## src/rtl/reg_file.sv

```systemverilog
// reg_file: two-read, one-write register file.
// r0 is hardwired to zero; optional same-cycle write bypass.
module reg_file #(
  parameter int DATA_W = 32,
  parameter int ADDR_W = 5,
  parameter int BYPASS = 1
) (
  input  logic              clk,
  input  logic              rst,
  input  logic [ADDR_W-1:0] read_reg1,
  input  logic [ADDR_W-1:0] read_reg2,
  input  logic [ADDR_W-1:0] write_reg,
  input  logic [DATA_W-1:0] write_data,
  input  logic              reg_write,
  output logic [DATA_W-1:0] read_data1,
  output logic [DATA_W-1:0] read_data2
);

  localparam int DEPTH = 1 << ADDR_W;
  localparam logic BYP = (BYPASS != 0);

  logic [DATA_W-1:0] regs [DEPTH];
  logic              wr_en;
  logic              hit1;
  logic              hit2;

  assign wr_en = reg_write && (write_reg != '0);

  // Clear everything on reset; otherwise store to any nonzero address.
  always_ff @(posedge clk or posedge rst) begin
    if (rst) begin
      for (int i = 0; i < DEPTH; i++) begin
        regs[i] <= '0;
      end
    end else if (wr_en) begin
      regs[write_reg] <= write_data;
    end
  end

  assign hit1 = BYP && wr_en
             && (read_reg1 == write_reg);
  assign hit2 = BYP && wr_en
             && (read_reg2 == write_reg);

  // Port 1: zero under reset or r0, bypass on hit, else stored.
  always_comb begin
    read_data1 = '0;
    if (rst || read_reg1 == '0) begin
      read_data1 = '0;
    end else if (hit1) begin
      read_data1 = write_data;
    end else begin
      read_data1 = regs[read_reg1];
    end
  end

  // Port 2: evaluated independently of port 1.
  always_comb begin
    read_data2 = '0;
    if (rst || read_reg2 == '0) begin
      read_data2 = '0;
    end else if (hit2) begin
      read_data2 = write_data;
    end else begin
      read_data2 = regs[read_reg2];
    end
  end

endmodule

```

## config.mk

```make
export PLATFORM = sky130hd
export DESIGN_NAME = reg_file
export DESIGN_NICKNAME = d
export VERILOG_FILES = /design/src/rtl/reg_file.sv
export SDC_FILE = /design/constraint.sdc
export NUM_CORES = 2
export LEC_CHECK = 0
export CAP_MARGIN = 15
export CORE_UTILIZATION = 50
export DETAILED_ROUTE_END_ITERATION = 7
export DONT_BUFFER_PORTS = 1
export HOLD_SLACK_MARGIN = 0.03
export SLEW_MARGIN = 40
export SYNTH_ARGS = -nofsm -noshare
export SYNTH_HDL_FRONTEND = slang
export SYNTH_SLANG_ARGS = --single-unit
```

## constraint.sdc

```tcl
create_clock -name clk -period 85 [get_ports clk]
set_input_delay 17 -clock clk [delete_from_list [all_inputs] [get_ports clk]]
set_output_delay 17 -clock clk [all_outputs]
set_load 0.02 [all_outputs]
```

# Word-level counts from Yosys, hierarchy flattened
# Cells that the tools add are included.
# op_classes
bitwise_logic,3
n_mux,13
order_cmp,4
n_eq_ne,2
reduce_logical,9
# op_table
op,n
bitwise mux 1024 bit,1
binary-select mux 32 bit (select 5 bit),2
two-way mux 32 bit,9
demux 32 bit (select 5 bit),1
">= comparator 6 bit, second input constant",3
NOT 5 -> 6 bit,3
== test 5 bit,2
zero test 5 bit,2
"less-than comparator 6 x 1 -> 1 bit, second input constant",1
nonzero test 5 bit,1
logical AND 1 bit,4
logical OR 1 bit,2
# totals
out_inout_bits,64
in_bits,50
register_bits,1024

# Longest topological paths before layout
# logic_depth
depth_word,6
mapped_depth,9

# Worst setup path after synthesis
# OpenSTA, ideal clock, no wires.
# synth_timing
kind,in2out
startpoint,input rst
endpoint,output read_data2[1]
cell_stages,4
required_ps,68000
path_buffers,0
t_arrival_ps,42661
slack_ps,25339
path_cell_list,inv_1 > o311ai_2 > a211oi_1 > a211o_1
# synth_between
elab_chain_cells,2
# synth_rtl
element,line_no,rtl
start: declaration,9,"input logic rst,"
logical OR 1 bit,60,if (rst || read_reg2 == '0) begin
two-way mux 32 bit,60,
end: declaration,16,output logic [DATA_W-1:0] read_data2
# No other way between the ends.

# Final worst setup path
# layout_timing
startpoint,input read_reg2[1]
endpoint,output read_data2[6]
# layout_between
elab_chain_cells,6
# layout_rtl
element,line_no,rtl
start: declaration,11,"input logic [ADDR_W-1:0] read_reg2,"
NOT 5 -> 6 bit (not written as such),65,read_data2 = regs[read_reg2];
binary-select mux 32 bit (select 5 bit),65,
two-way mux 32 bit (not written as such) (2 in series),65,
two-way mux 32 bit,62,end else if (hit2) begin
two-way mux 32 bit *,60,
# Mark *: on every way between the ends. The rest lies on a longest branch, timed or not. The select of a mux whose other input is x is not followed.

==> results_dict.tcl <==
set metrics [dict create \
    ys.flop_type "dfrtp_1" \
    num_antenna_cells 0 \
    worstSetupEndpointType "output pin" \
    tightestPinTransition_ps 1040 \
    synthDistinctLibCells 43 \
    synthesis.nets 3839 \
    p_total_mw 1.41 \
    drive_gt1_frac 0.459 \
    seq_area_um2 25600 \
    dp_hpwl_um 92100 \
    status "complete, no violations" \
    vias_per_cell 7.08 \
    powerDensity_nw_per_um2 23.7 \
    power.leakage_nw 25.9 \
    synthTopCellsByCount "1,024 x dfrtp_1, 992 x mux2_2, 385 x mux4_2, 319 x mux2i_1, 225 x clkbuf_1" \
    wire_per_inst_um 35.9 \
    cts_made_buffers 115 \
    yosysWarnings 0 \
    dr.pass1.iters 5 \
    drc 0 \
    hold_path_class "reg2reg" \
    grt_pass1_vias 37229 \
    place_congestion 0.810 \
    port_buffers 0 \
    clockBufferDepth 3 \
    rows 121 \
    drt_iter0_markers 3396 \
    synth_top_area_frac 0.466 \
    num-fill-cells 8806 \
    ys_top_cells_by_area "dfrtp_1 47%, mux2_2 20%, mux4_2 16%" \
    setup_viol 0 \
    synth_cells 3789 \
    finalClockSkew_ps 0 \
    clock_sinks 1024 \
    via_count 35604 \
    cts_hold_buf 0 \
    finalMaxSlewViolations 0 \
    drtAntennaViolNets 0 \
    cts_tree "built" \
    ios 114 \
    ys_seq_area_frac 0.466 \
    worstSetupStartpointType "primary input" \
    area_delta_synth_final_pct 8.24 \
    grt.overflow.total 0 \
    synth_enable_flop_cells 0 \
    ctsResizeCount 0 \
    clockRootBuffer "clkbuf_16" \
    worst-path-max-fanout 195 \
    crit_type "in2out" \
    multi_input_area_um2 27600 \
    die_y_um 334 \
    grtUsageTotal 0.326 \
    rsz0062_at_grt "false" \
    start_util 0.505 \
    tns_ps 0 \
    routed_wl_um 180000 \
    arrival_ps 19830 \
    synthMostInstantiatedCell "dfrtp_1" \
    die_area_um2 111000 \
    final_hold_viol_count 0 \
    antenna_found_initial 2 \
    ctsHtreeMaxLevel 3 \
    period_needed_ps 36830 \
    clk_pin_slew_ps 60 \
    largest_reg_flops 1024 \
    nets 3573 \
    synth_top_cell_by_area "dfrtp_1" \
    postSynth.asyncResetShare 1.00 \
    clkLatencyLatePin_ps 700 \
    max_cap_violations 0 \
    ys_seq_elements 1024 \
    max_freq_mhz 27.1 \
    grt_max_degree 322 \
    slew_headroom 0.305 \
    die_x_um 334 \
    post-route-period-util 0.433 \
    worstPathRequired_ps 68000 \
    vdd_drop_max_uv 16.0 \
    largestRegisters "regs: 1024 flops" \
    top_register "regs" \
    postSynthAreaPerCell_um2 14.5 \
    coreArea_um2 109000 \
    grt_pass1_wl_um 265000 \
    postCtsSetupBuffers 0 \
    syn_area_um2 55000 \
]
## cells by family (layout without fill, tap and decap cells)
family / count (synthesis) / count (layout) / synth area share
simple gates: 129 / 129 / 0.0123
mux: 1696 / 1696 / 0.419
flops: 1024 / 1024 / 0.466
compound gates: 484 / 484 / 0.0656
buf+inv: 447 / 275 / 0.0361
xor+xnor: 9 / 9 / 0.00143
## worst max-delay path, stage by stage
cell	delay, ps
nor2_4	190
buf_4	480
buf_4	730
a221oi_1	340
a22oi_1	260
a21oi_1	100
a211o_1	420
## area by class of cell
class	count	share of cell area
Tap cell	1414	0.0297
Clock inverter	29	0.00603
Multi-Input combinational cell	2318	0.464
Clock buffer	182	0.0592
Sequential cell	1024	0.430
Timing Repair Buffer	60	0.00990
Inverter	4	0.000462
## metal layers
| layer | global-route usage | routed length (um) |
|---|---|---|
| met1 | 0.460 | 76900 |
| met2 | 0.500 | 82800 |
| met3 | 0.0719 | 14800 |
| met4 | 0.112 | 6040 |
| met5 | 0 | 0 |
## report_power, final
part	total [mW]	switching, mW	leakage (nW)	internal (mW)
combinational	0.251	0.0942	10.8	0.157
clock	0.513	0.207	1.92	0.306
sequential	0.649	0.0693	13.2	0.580
## cell usage in the layout (no fill, tap or decap), types with 15 or more instances in the layout
master | netlist | final
clkinv_2 | 0 | 17
nand2_1 | 49 | 34
nor2_4 | 0 | 15
o21bai_1 | 32 | 32
buf_6 | 3 | 23
clkbuf_16 | 0 | 119
mux4_2 | 385 | 385
dfrtp_1 | 1024 | 1024
a211oi_1 | 95 | 95
clkbuf_8 | 0 | 31
nor2b_1 | 34 | 32
a22oi_1 | 64 | 64
o221ai_1 | 32 | 32
clkbuf_1 | 225 | 32
o21ai_0 | 31 | 31
a211o_1 | 32 | 32
o22ai_1 | 31 | 31
buf_4 | 20 | 34
a221oi_1 | 64 | 64
a21oi_1 | 66 | 66
a32o_1 | 32 | 32
mux2i_1 | 319 | 319
mux2_2 | 992 | 992
## final timing paths
check                                            start                      to  slack, ps  cells past startpoint
worst max-delay path                      read_reg2[1]           read_data2[6]      48170                      7
worst min-delay path            regs[1002]$_DFFE_PP0P_  regs[1002]$_DFFE_PP0P_        390                      0
worst max register to register   regs[370]$_DFFE_PP0P_   regs[370]$_DFFE_PP0P_      84180                      1
worst min register to register  regs[1002]$_DFFE_PP0P_  regs[1002]$_DFFE_PP0P_        390                      0
max in group asynchronous                          rst    regs[85]$_DFFE_PP0P_      66360                      4
min in group asynchronous                          rst   regs[305]$_DFFE_PP0P_      16230                      1
## stage by stage
stage | area (um2) | setup slack, ps | cells | hold slack (ps) | util
2_1_floorplan | 55000 | 25340 | 3789 | 441 | -
3_3_place_gp | 55500 | 48350 | 4818 | 376 | 0.509
3_5_place_dp | 55600 | 48310 | 4818 | 383 | 0.510
4_1_cts | 59500 | 48300 | 5029 | 396 | 0.546
5_1_grt | 59500 | 48260 | 5031 | 407 | 0.546
6_report | 59500 | 48170 | 5031 | 390 | 0.546
Note: power is estimated with default switching activity, not from simulation.
